===== src/rtl/mem_arbiter.sv =====
`timescale 1ns/1ps
`default_nettype none
// ============================================================================
// Module   : mem_arbiter
// Purpose  : Two-port round-robin arbiter in front of a single-port RAM with
//            combinational read data. Port 0 is the processor and port 1 is
//            the loader/debug port. Each granted access occupies one ACCESS
//            cycle. The arbiter then returns to IDLE, and the ack pulse and
//            the read data appear in that IDLE cycle.
// Revision : 1.0 - initial release
// ----------------------------------------------------------------------------
// Ports
//   clk            in   rising-edge clock
//   clr            in   asynchronous active-low reset
//   req0/req1      in   access request, held until the matching ack
//   we0/we1        in   1 = write, 0 = read
//   addr0/addr1    in   [DATAWIDTH] address
//   wdata0/wdata1  in   [DATAWIDTH] write data
//   ack0/ack1      out  single-cycle completion pulse
//   rdata0/rdata1  out  [DATAWIDTH] registered read data, held between reads
//   mem_address    out  [DATAWIDTH] RAM address, zero when idle
//   mem_data_in    out  [DATAWIDTH] RAM write data, zero when idle
//   mem_write      out  RAM write strobe, only during a write access
//   mem_data_out   in   [DATAWIDTH] RAM combinational read data
//   busy           out  high during either ACCESS state
// ============================================================================
module mem_arbiter #(
  parameter int DATAWIDTH = 8
) (
  input  logic                 clk,
  input  logic                 clr,
  // processor port
  input  logic                 req0,
  input  logic                 we0,
  input  logic [DATAWIDTH-1:0] addr0,
  input  logic [DATAWIDTH-1:0] wdata0,
  output logic                 ack0,
  output logic [DATAWIDTH-1:0] rdata0,
  // loader / debug port
  input  logic                 req1,
  input  logic                 we1,
  input  logic [DATAWIDTH-1:0] addr1,
  input  logic [DATAWIDTH-1:0] wdata1,
  output logic                 ack1,
  output logic [DATAWIDTH-1:0] rdata1,
  // RAM side
  output logic [DATAWIDTH-1:0] mem_address,
  output logic [DATAWIDTH-1:0] mem_data_in,
  output logic                 mem_write,
  input  logic [DATAWIDTH-1:0] mem_data_out,
  // status
  output logic                 busy
);

  typedef enum logic [1:0] {
    ST_IDLE    = 2'd0,
    ST_ACCESS0 = 2'd1,
    ST_ACCESS1 = 2'd2
  } state_t;

  state_t                 r_state;
  logic                   r_last_gnt;
  logic                   r_we;
  logic [DATAWIDTH-1:0]   r_addr;
  logic [DATAWIDTH-1:0]   r_wdata;
  logic                   r_ack0;
  logic                   r_ack1;
  logic [DATAWIDTH-1:0]   r_rdata0;
  logic [DATAWIDTH-1:0]   r_rdata1;

  logic                   w_elig0;
  logic                   w_elig1;
  logic                   w_grant0;
  logic                   w_grant1;
  logic                   w_busy;

  // A requester keeps req high through the cycle in which its ack is
  // visible. Masking with the registered ack stops that stale request from
  // starting a second access.
  assign w_elig0 = req0 & ~r_ack0;
  assign w_elig1 = req1 & ~r_ack1;

  // On contention, the port that was not granted last wins. Reset leaves
  // last_gnt at 1, so port 0 takes the first contention.
  assign w_grant0 = w_elig0 & (~w_elig1 | r_last_gnt);
  assign w_grant1 = w_elig1 & (~w_elig0 | ~r_last_gnt);

  always_ff @(posedge clk or negedge clr) begin
    if (!clr) begin
      r_state    <= ST_IDLE;
      r_last_gnt <= 1'b1;
      r_we       <= 1'b0;
      r_addr     <= '0;
      r_wdata    <= '0;
      r_ack0     <= 1'b0;
      r_ack1     <= 1'b0;
      r_rdata0   <= '0;
      r_rdata1   <= '0;
    end else begin
      // The acks are single-cycle pulses. They are cleared every cycle and
      // set only on the edge that leaves an ACCESS state.
      r_ack0 <= 1'b0;
      r_ack1 <= 1'b0;
      case (r_state)
        ST_IDLE: begin
          if (w_grant0) begin
            r_state    <= ST_ACCESS0;
            r_last_gnt <= 1'b0;
            r_we       <= we0;
            r_addr     <= addr0;
            r_wdata    <= wdata0;
          end else if (w_grant1) begin
            r_state    <= ST_ACCESS1;
            r_last_gnt <= 1'b1;
            r_we       <= we1;
            r_addr     <= addr1;
            r_wdata    <= wdata1;
          end
        end
        ST_ACCESS0: begin
          r_state <= ST_IDLE;
          r_ack0  <= 1'b1;
          if (!r_we) begin
            r_rdata0 <= mem_data_out;
          end
        end
        ST_ACCESS1: begin
          r_state <= ST_IDLE;
          r_ack1  <= 1'b1;
          if (!r_we) begin
            r_rdata1 <= mem_data_out;
          end
        end
        default: begin
          r_state <= ST_IDLE;
        end
      endcase
    end
  end

  // The RAM-side outputs are decoded from the state register and the
  // latched request only. They therefore cannot glitch on req inputs, and
  // they fall as soon as clr is asserted.
  assign w_busy      = (r_state == ST_ACCESS0) || (r_state == ST_ACCESS1);
  assign busy        = w_busy;
  assign mem_write   = w_busy & r_we;
  assign mem_address = w_busy ? r_addr  : '0;
  assign mem_data_in = w_busy ? r_wdata : '0;

  assign ack0   = r_ack0;
  assign ack1   = r_ack1;
  assign rdata0 = r_rdata0;
  assign rdata1 = r_rdata1;

endmodule
`default_nettype wire


===== config.mk =====
export PLATFORM = sky130hd
export DESIGN_NAME = mem_arbiter
export DESIGN_NICKNAME = d
export VERILOG_FILES = /design/src/rtl/mem_arbiter.sv
export SDC_FILE = /design/constraint.sdc
export NUM_CORES = 1
export LEC_CHECK = 0
export ABC_AREA = 1
export CAP_MARGIN = 20
export CORE_MARGIN = 2
export CORE_UTILIZATION = 55
export CTS_CLUSTER_SIZE = 40
export DETAILED_ROUTE_END_ITERATION = 16
export DONT_BUFFER_PORTS = 1
export PLACE_DENSITY = 0.7
export SKIP_LAST_GASP = 1
export SYNTH_ARGS = -nofsm -noshare
export SYNTH_HDL_FRONTEND = slang
export SYNTH_SLANG_ARGS = --single-unit

===== constraint.sdc =====
create_clock -name clk -period 1.68 [get_ports clk]
set_input_delay 0.252 -clock clk [delete_from_list [all_inputs] [get_ports clk]]
set_output_delay 0.252 -clock clk [all_outputs]
set_load 0.05 [all_outputs]

==> results.md, run 1 <==
- Setup Crit Path Kind: reg2out
- Mapped Nets: 314
- Slew Limit Fails: 0
- FILL cells: 272
- #FFs+latches synth: 38
- Largest area contributor in the netlist: dfrtp_1
- Layout area overhead: 25.5%
- Hpwl dp: 2900 um
- Tcrit/Tclk final: 107%
- Yosys top cell area share: 47.3%
- Max Cap Viol: 0
- Vias: about 1700
- Vias per cell: 5.02
- Largest net degree at the start of global routing: 39
- Simple-gate share of the synthesized area: ~27%
- Drt drc: 0
- Vias in the first global route: around 1600
- Cells after Synth: 265
- Overall routing resource usage: 22.8%
- CTS H-tree depth: 2
- Clk_lat worst skew: between 0.3 and 0.4 ns
- CTS tree: built
- Die X: around 64 um
- Final min period: 1.81 ns
- Average wire per standard cell: 13.2 um
- Worst-Margin Slew: approximately 0.49 ns
- Xor/xnor share of the synthesized area: 0%
- Post-synthesis cell area: 1960 um^2
- Core box area: between 3000 and 4000 um^2
- CP Max Fanout: 7
- PnR worst setup slack: -0.126 ns
- Outcome: complete, but fails checks
- Critical Path AT: 1.55 ns
- Root Driver: clkbuf_4
- Setup TNS: -1.67 ns
- # rows: 21
- RSZ-0062 raised after global routing: yes
- Final WL: 4360 um
- Initial antenna violation count: 0
- Antenna Nets Post-Route: 0
- Die Area: between 4000 and 5000 um^2
- Initial drt markers: 117
- Critical Path Max Stage Delay: between 0.3 and 0.4 ns
- Clock-pin slew on the worst setup and hold paths: 0.12 ns
- Crit path required time: 1.43 ns
- First-pass GRT wire length: 7160 um
- Post-synth EDFFs: 0
- Sink Count: 38
- Die height: 63.7 um
- Synth Flop Type: dfrtp_1
- Worst Setup End Kind: primary output
- Top cells by area, synth: dfrtp_1 47%, nand2_1 17%, inv_1 12%, nand3_1 8.9%, o21ai_0 4.6%
- Placed Area: 2170 um^2
- Diodes inserted: 0
- GPL Wtd Cong: 0.844
- Layout Nets: 333
- # setup viols final: 18
- Adder-Cell Fraction of Synth Area: 1.92%
- Slew HR: 67.1%
- Starting density of the core: around 58%
- R2R setup slack: ~0.22 ns
- Critical path's slowest cell: dfrtp_1
- Num CTS Buffers: 5
- Post-layout instance area: 2460 um^2
- I/O pins: 82
- Syn. warnings: 0
- IO buf count: 0
- Post-synthesis mux area share: 0%
- Average size of a mapped cell: 7.39 um^2
- Startpoint types: register
- Largest family of logic cells by synthesized area: simple AND/OR/NAND/NOR gates
- Sequential fraction of the synthesis area: 48.6%
- Count leader, synth: nand2_1
- Asr flop ratio synth: 100%
- Max Freq: approximately 550 MHz
- GR Overflow Total: 0
- Drt pass-1 iters: 4
- Clock buffer depth: 2
- Synth unique cells: 17
- Compound-Gate Fraction of Synth Area: between 5 and 6%
- Critical-path cell list: inv_2 -> ha_4 -> clkbuf_16 -> nand2_4 -> clkinvlp_4
- Worst min-delay path class: in2reg
- Worst-case clock skew: 0.0116 ns
- Post-synth top cells: 89 x nand2_1, 65 x inv_1, 37 x dfrtp_1
- Failing checks: setup timing
- Fin. Hold Viols: 0
- Layout cells sized above 1: 23.6%
final cells by class:
cell class / instances / area (um^2) / area share (%)
inverter: 68 / 298 / 12.1
clock inverter: 1 / 30.0 / 1.22
multi-input combinational: 149 / 761 / 30.9
sequential: 38 / 952 / 38.7
clock buffer: 6 / 51.3 / 2.09
timing repair buffer: 22 / 309 / 12.6
tap: 46 / 57.6 / 2.34
per-layer routing:
metal  share of wire, %  vias up  wire [um]  GRT usage, %
met5                  0        -          0             0
met4               0.90        0         39          4.89
met3                7.2        4        313          6.79
met2                 49       74       2130          38.8
met1                 43      761       1870          28.8
li1                   -      818          -             -
flip-flops by register name (all words and copies together) (netlist names):
name,count
ack1,1
rdata1,8
r_state,2
ack0,1
r_addr,8
r_we,1
r_last_gnt,1
r_wdata,8
rdata0,8
final timing paths:
path,from,endpoint,cells after the start
worst min-delay path,mem_data_out[3],rdata0[3]$_DFFE_PN0P_,2
min in group asynchronous,clr,rdata0[3]$_DFFE_PN0P_,2
max in group asynchronous,clr,r_last_gnt$_DFFE_PN1P_,2
worst max register to register,ack1$_DFF_PN0_,r_wdata[3]$_DFFE_PN0P_,6
worst min register to register,r_addr[3]$_DFFE_PN0P_,r_addr[3]$_DFFE_PN0P_,2
worst max-delay path,r_state[0]$_DFFE_PN0P_,mem_address[4],5
what timing repair did:
| action | CTS | global route |
|---|---|---|
| endpoints found under the setup margin | 18 | 18 |
| resized for setup | 16 | 19 |
| hold buffers | 2 | 0 |
| setup buffers | 6 | 1 |
| hold endpoints to repair | 38 | 0 |
| pin swaps | 1 | 1 |
| cloned | 0 | 1 |
logic make-up after synthesis:
logic type	count (synthesis)
buf+inv	78
compound gates	20
flops	38
simple gates	126
fa+ha+maj	3
worst max-delay path: cells and delay by family, from the launching register on:
kind	cells	cell delay (ns)
adder cells (fa/ha/maj)	1	0.34
buffers and inverters	3	0.44
AND/OR/NAND/NOR	1	0.05
flip-flops	1	0.39
per-stage QoR:
| stage | hold slack (ns) | util (%) | std cells | setup WS, ns |
|---|---|---|---|---|
| 2_1_floorplan | -0.0436 | - | 265 | 0.0141 |
| 3_3_place_gp | -0.0430 | 63.9 | 313 | 0.270 |
| 3_5_place_dp | -0.0429 | 63.9 | 313 | 0.229 |
| 4_1_cts | 0.0572 | 70.1 | 328 | -0.137 |
| 5_1_grt | 0.0639 | 72.5 | 330 | -0.184 |
| 6_report | 0.0557 | 72.5 | 330 | -0.126 |
placed cells by master, fill, tap and decap left out:
cell           synthesis  layout
nand3_2                1       1
clkinvlp_4             0      10
ha_4                   0       1
buf_4                  1       9
dlygate4sd3_1          0       1
clkbuf_4               0       5
nand3_1               35      35
a21oi_2                1       1
ha_1                   3       2
inv_4                  0       2
buf_8                  0       1
nand2_4                1      10
bufinv_16              0       1
clkbuf_8               0       1
o22ai_1                1       1
inv_1                 65      46
buf_12                 1       9
inv_2                  3      10
nand2_1               89      77
o21ai_0               18      18
buf_6                  2       1
nand2_2                0       3
dfstp_2                1       1
dfrtp_1               37      37
clkbuf_16              0       1
Power of run 1 is left out: the tool's default activity adds up to more than one toggle a clock period on the data nets, which glitch-free logic cannot reach.
==> run 2, diff against run 1 <==
==> constraint.sdc (replaced) <==
create_clock -name clk -period 1.72 [get_ports clk]
set_input_delay 0.258 -clock clk [delete_from_list [all_inputs] [get_ports clk]]
set_output_delay 0.258 -clock clk [all_outputs]
set_load 0.05 [all_outputs]
==> run 2 against run 1 <==
The run still ends with setup timing left; via count up 1.9%; cell area is 3.0% higher; worst hold slack improved by 0.0019 ns; largest cell class unchanged.
==> results.md, run 2 (same netlist as run 1, synthesis figures left out) <==
- Outcome: complete, but fails checks (unchanged)
- Failing checks: setup timing (unchanged)
- First-pass GRT wire length: 7730 um (was 7160 um)
- Clk_lat worst skew: 0.34 ns (about the same)
- Largest net degree at the start of global routing: 39 (unchanged)
- Startpoint types: register (unchanged)
- GPL Wtd Cong: 0.798 (was 0.844)
- Final min period: between 1.5 and 2 ns
- Post-layout instance area: 2530 um^2 (was 2460 um^2)
- GR Overflow Total: 0 (unchanged)
- PnR worst setup slack: -0.0930 ns (was -0.126 ns)
- Worst-case clock skew: 0.00848 ns (was 0.0116 ns)
- IO buf count: 0 (unchanged)
- Core box area: 3390 um^2 (unchanged)
- Layout Nets: 336 (was 333)
- Initial drt markers: 63 (was 117)
- Tcrit/Tclk final: 105%
- R2R cell count: 8 (was 6)
- Placed Area: 2170 um^2 (unchanged)
- Critical Path Stages: 5 (unchanged)
- Sink Count: 38 (unchanged)
- Critical Path Max Stage Delay: 0.41 ns (was 0.39 ns)
- Root Driver: clkbuf_4 (unchanged)
- Drt pass-1 iters: 4 (unchanged)
- Max Freq: roughly 550 MHz
- Slew Limit Fails: 0 (unchanged)
- Vias in the first global route: 1602 (was 1582)
- Final WL: 4560 um (was 4360 um)
- CP Max Fanout: 6 (was 7)
- Num CTS Buffers: 5 (unchanged)
- Hpwl dp: 2970 um (was 2900 um)
- Clock-pin slew on the worst setup and hold paths: 0.12 ns (about the same)
- Critical Path AT: 1.55 ns (about the same)
- Commonest non-fill, non-tap cell in the layout: nand2_1 (unchanged)
- WHS Path Cells: 2 (unchanged)
- Crit path required time: 1.46 ns (was 1.43 ns)
- # setup viols final: 17 (was 18)
- Slew HR: 67.2% (was 67.1%)
- CTS tree: built (unchanged)
- Critical-path cell list: inv_2 -> ha_4 -> buf_12 -> nand2_4 -> clkinvlp_4 (was inv_2 -> ha_4 -> clkbuf_16 -> nand2_4 -> clkinvlp_4)
- Dpl ws: 0.244 ns (was 0.229 ns)
- Overall routing resource usage: 24.8% (was 22.8%)
- Die Area: 4060 um^2 (unchanged)
- Fin. Hold Viols: 0 (unchanged)
- Vias per cell: 5.05 (was 5.02)
- Worst-Margin Slew: 0.491 ns (was 0.494 ns)
- Diodes inserted: 0 (unchanged)
- Die X: 63.7 um (unchanged)
- Layout area overhead: 29.2% (was 25.5%)
- Hold_ws: 0.0576 ns (was 0.0557 ns)
- Drt drc: 0 (unchanged)
- Setup Crit Path Kind: reg2out (unchanged)
- Starting density of the core: 57.8% (unchanged)
- Worst Setup End Kind: primary output (unchanged)
- Worst path bufs/invs: 3 (unchanged)
- Initial antenna violation count: 0 (unchanged)
- I/O pins: 82 (unchanged)
- Critical path's slowest cell: dfrtp_1 (unchanged)
- Clock buffer depth: 2 (unchanged)
- Layout cells sized above 1: 25.7% (was 23.6%)
- Fin util: 74.7% (was 72.5%)
- # rows: 21 (unchanged)
- Worst min-delay path class: in2reg (unchanged)
- Antenna Nets Post-Route: 0 (unchanged)
- Vias: 1688 (was 1657)
- Die height: 63.7 um (unchanged)
- RSZ-0062 raised after global routing: yes (unchanged)
- Most frequent cells in the layout: 74 x nand2_1, 46 x inv_1, 37 x dfrtp_1, 35 x nand3_1, 18 x o21ai_0 (was 77 x nand2_1, 46 x inv_1, 37 x dfrtp_1, 35 x nand3_1, 18 x o21ai_0)
- Max Cap Viol: 0 (unchanged)
- Top cell family by delay on the critical path: buffers and inverters (unchanged)
- Average wire per standard cell: 13.7 um (was 13.2 um)
- CTS H-tree depth: 2 (unchanged)
==> run 2: final timing paths <==
kind                                        startpoint  slack (ns)                endpoint
worst max-delay path            r_state[0]$_DFFE_PN0P_       -0.09          mem_address[6]
worst min-delay path                   mem_data_out[0]        0.06   rdata1[0]$_DFFE_PN0P_
worst max register to register  r_state[1]$_DFFE_PN0P_        0.19   rdata0[0]$_DFFE_PN0P_
worst min register to register  r_wdata[7]$_DFFE_PN0P_        0.50  r_wdata[7]$_DFFE_PN0P_
max in group asynchronous                          clr        1.12  r_last_gnt$_DFFE_PN1P_
min in group asynchronous                          clr        0.35   rdata1[4]$_DFFE_PN0P_
==> run 2: per-stage QoR <==
step	instances	TNS, ns
2_1_floorplan	265	0
3_3_place_gp	313	0
3_5_place_dp	313	0
4_1_cts	331	-0.650
5_1_grt	334	-2.33
6_report	334	-1.10
==> run 2: per-layer routing <==
| metal | track usage, % | part of all wire [%] | up-vias |
|---|---|---|---|
| li1 | - | - | 828 |
| met4 | 6.79 | 1.0 | 0 |
| met2 | 41.1 | 51 | 67 |
| met1 | 30.6 | 41 | 788 |
| met5 | 0 | 0 | - |
| met3 | 9.11 | 7.3 | 5 |
==> run 2: worst register-to-register path, delay by kind of cell (launching register included) <==
family	cells	cell delay, ns
buffers and inverters	4	0.44
flip-flops	1	0.39
AO/OA/AOI/OAI	1	0.10
adder cells (fa/ha/maj)	1	0.21
AND/OR/NAND/NOR	2	0.31
==> run 2: final cells by class <==
cell class                 instances  area (um^2)
tap                               46         57.6
timing repair buffer              25          340
sequential                        38          952
multi-input combinational        149          778
clock inverter                     2         60.1
inverter                          68          293
fill                             265          857
clock buffer                       6         51.3
==> run 2: timing repair <==
action | in CTS | in global routing
endpoints found under the setup margin | 17 | 19
cloned | 0 | 1
gates resized for setup | 22 | 18
hold buffers | 2 | 0
pin swaps | 1 | 1
buffers inserted | 8 | 2
hold endpoints to repair | 38 | 0
Power of run 2 is left out for the same reason.
==> run 3, diff against run 2 <==
--- a/config.mk
+++ b/config.mk
@@ -5,7 +5,7 @@
 export SDC_FILE = /design/constraint.sdc
 export NUM_CORES = 1
 export LEC_CHECK = 0
-export ABC_AREA = 1
+export ABC_AREA = 0
 export CAP_MARGIN = 20
 export CORE_MARGIN = 2
 export CORE_UTILIZATION = 55
@@ -13,6 +13,8 @@
 export DETAILED_ROUTE_END_ITERATION = 16
 export DONT_BUFFER_PORTS = 1
 export PLACE_DENSITY = 0.7
+export RECOVER_POWER = 50
+export REMOVE_ABC_BUFFERS = 1
 export SKIP_LAST_GASP = 1
 export SYNTH_ARGS = -nofsm -noshare
 export SYNTH_HDL_FRONTEND = slang
==> run 3 against run 2 <==
The run still ends with setup timing left; clock-buffer cell count unchanged; wire length increased by 16%; clock skew decreased by 0.0037 ns; utilization increased by 2.2 points.
==> results.md, run 3 <==
- Outcome: complete, but fails checks (unchanged)
- Failing checks: setup timing (unchanged)
- Largest area contributor in the netlist: dfrtp_1 (unchanged)
- Layout Nets: 273 (was 336)
- Critical Path AT: 1.48 ns (was 1.55 ns)
- Worst min-delay path class: in2reg (unchanged)
- Largest net degree at the start of global routing: 39 (unchanged)
- Crit path required time: 1.46 ns (about the same)
- Setup Crit Path Kind: reg2out (unchanged)
- # setup viols final: 17 (unchanged)
- Max Freq: 576 MHz (was 552 MHz)
- Startpoint types: register (unchanged)
- Final min period: 1.74 ns (was 1.81 ns)
- Count leader, synth: dfrtp_1 (was nand2_1)
- Syn. warnings: 0 (unchanged)
- # rows: 22 (was 21)
- Sequential fraction of the synthesis area: 45.2% (was 48.6%)
- CTS tree: built (unchanged)
- Clock buffer depth: 2 (unchanged)
- Hpwl dp: 3570 um (was 2970 um)
- Starting density of the core: 57.6% (was 57.8%)
- Layout area overhead: 33.6% (was 29.2%)
- Core box area: 3660 um^2 (was 3390 um^2)
- Root Driver: clkbuf_8 (was clkbuf_4)
- Post-synth top cells: 37 x dfrtp_1, 20 x inv_1 (was 89 x nand2_1, 65 x inv_1, 37 x dfrtp_1)
- Sink Count: 38 (unchanged)
- First-pass GRT wire length: 8310 um (was 7730 um)
- Asr flop ratio synth: 100% (unchanged)
- Top cells by area, synth: dfrtp_1 44%, mux2_2 9.1%, and3b_1 7.1%, a221oi_2 6.4%, a22oi_1 6.1% (was dfrtp_1 47%, nand2_1 17%, inv_1 12%, nand3_1 8.9%, o21ai_0 4.6%)
- CP Max Fanout: 7 (was 6)
- Average size of a mapped cell: 11.0 um^2 (was 7.39 um^2)
- PnR worst setup slack: -0.0151 ns (was -0.0930 ns)
- Cells after DPL: 257 (was 313)
- GPL Wtd Cong: 0.831 (was 0.798)
- Critical R2R Launch: r_state[1]$_DFFE_PN0P_ (unchanged)
- Vias per cell: 5.96 (was 5.05)
- Post-synthesis cell area: 2110 um^2 (was 1960 um^2)
- Initial drt markers: 83 (was 63)
- Slew HR: 36.1% (was 67.2%)
- Fin. Hold Viols: 0 (unchanged)
- RSZ-0062 raised after global routing: yes (unchanged)
- Max Cap Viol: 0 (unchanged)
- Antenna Nets Post-Route: 0 (unchanged)
- Die Area: 4340 um^2 (was 4060 um^2)
- Overall routing resource usage: 25.5% (was 24.8%)
- Clk_lat worst skew: 0.29 ns (was 0.34 ns)
- Post-synth EDFFs: 0 (unchanged)
- I/O pins: 82 (unchanged)
- Yosys top cell area share: 43.9% (was 47.3%)
- CTS H-tree depth: 2 (unchanged)
- IO buf count: 0 (unchanged)
- Worst Min Path Start: mem_data_out[6] (was mem_data_out[0])
- Dpl ws: 0.142 ns (was 0.244 ns)
- Layout cells sized above 1: 43.6% (was 25.7%)
- Num CTS Buffers: 5 (unchanged)
- Average wire per standard cell: 19.3 um (was 13.7 um)
- Diodes inserted: 0 (unchanged)
- Initial antenna violation count: 0 (unchanged)
- Die height: 65.9 um (was 63.7 um)
- Slew Limit Fails: 0 (unchanged)
- Synth Flop Type: dfrtp_1 (unchanged)
- #FFs+latches synth: 38 (unchanged)
- Synth unique cells: 24 (was 17)
- Final WL: 5280 um (was 4560 um)
- Clock-pin slew on the worst setup and hold paths: 0.07 ns (was 0.12 ns)
- Drt drc: 0 (unchanged)
- Worst Setup End Kind: primary output (unchanged)
- Drt pass-1 iters: 4 (unchanged)
- Non-Filler Instances: 273 (was 334)
- Worst-case clock skew: 0.00482 ns (was 0.00848 ns)
- Most frequent cells in the layout: 37 x dfrtp_1, 21 x buf_4, 18 x inv_1, 18 x buf_12 (was 74 x nand2_1, 46 x inv_1, 37 x dfrtp_1, 35 x nand3_1, 18 x o21ai_0)
- Vias in the first global route: 1707 (was 1602)
- Tcrit/Tclk final: 101% (was 105%)
- Die X: 65.9 um (was 63.7 um)
- GR Overflow Total: 0 (unchanged)
- Worst-Margin Slew: 0.958 ns (was 0.491 ns)
- Commonest non-fill, non-tap cell in the layout: dfrtp_1 (was nand2_1)
- Vias: 1628 (was 1688)
- Critical Path Source: r_state[0]$_DFFE_PN0P_ (unchanged)
- Cells after Synth: 192 (was 265)
[run 3: worst max-delay path, cell delays in order, from the launching register on]
cell	delay, ns
dfrtp_1	0.38
inv_2	0.07
ha_4	0.29
buf_12	0.15
and2_4	0.16
buf_12	0.13
[run 3: cell type report]
| class | count | area [um^2] |
|---|---|---|
| Sequential cell | 38 | 952 |
| Timing Repair Buffer | 42 | 548 |
| Clock inverter | 2 | 60.1 |
| Multi-Input combinational cell | 117 | 1040 |
| Fill cell | 233 | 845 |
| Tap cell | 48 | 60.1 |
| Clock buffer | 6 | 82.6 |
| Inverter | 20 | 75.1 |
[run 3: worst paths after layout]
path	to	slack (ns)	cells after the start
worst max-delay path	mem_address[4]	-0.02	5
worst min-delay path	rdata1[6]$_DFFE_PN0P_	0.11	1
worst max register to register	rdata1[3]$_DFFE_PN0P_	0.05	5
worst min register to register	r_wdata[1]$_DFFE_PN0P_	0.54	2
max in group asynchronous	r_wdata[0]$_DFFE_PN0P_	0.46	2
min in group asynchronous	r_addr[4]$_DFFE_PN0P_	0.67	2
[run 3: what timing repair did]
action,in CTS,in global routing
pin swaps,2,2
hold buffers,2,0
endpoints found under the hold margin,38,0
buffers inserted,4,2
setup endpoints to repair,17,17
resized for setup,25,0
[run 3: logic make-up (layout without fill, tap and decap cells)]
kind of cell	Yosys count	in the layout	share of synthesized area, %
compound gates	55	55	21.1
simple gates	42	42	14.7
flops	38	38	45.2
buf+inv	37	70	8.19
mux	17	17	9.08
fa+ha+maj	3	3	1.78
[run 3: layer usage]
metal / wire length, um / global-route usage [%] / share of wire [%]
met5: 0 / 0 / 0
met4: 45 / 7.29 / 0.85
met3: 328 / 6.47 / 6.2
met2: 2750 / 44.6 / 52
met1: 2150 / 30.8 / 41
[run 3: metrics by stage]
stage          hold slack [ns]  area [um^2]  utilization, %  TNS (ns)
3_5_place_dp           -0.0368         2540            69.3         0
6_report                 0.112         2820            76.9    -0.128
4_1_cts                  0.106         2820            76.9  -0.00476
5_1_grt                  0.102         2820            76.9    -0.719
3_3_place_gp           -0.0368         2540            69.3         0
2_1_floorplan          -0.0376         2010               -    -14.64
Power of run 3 is left out for the same reason.
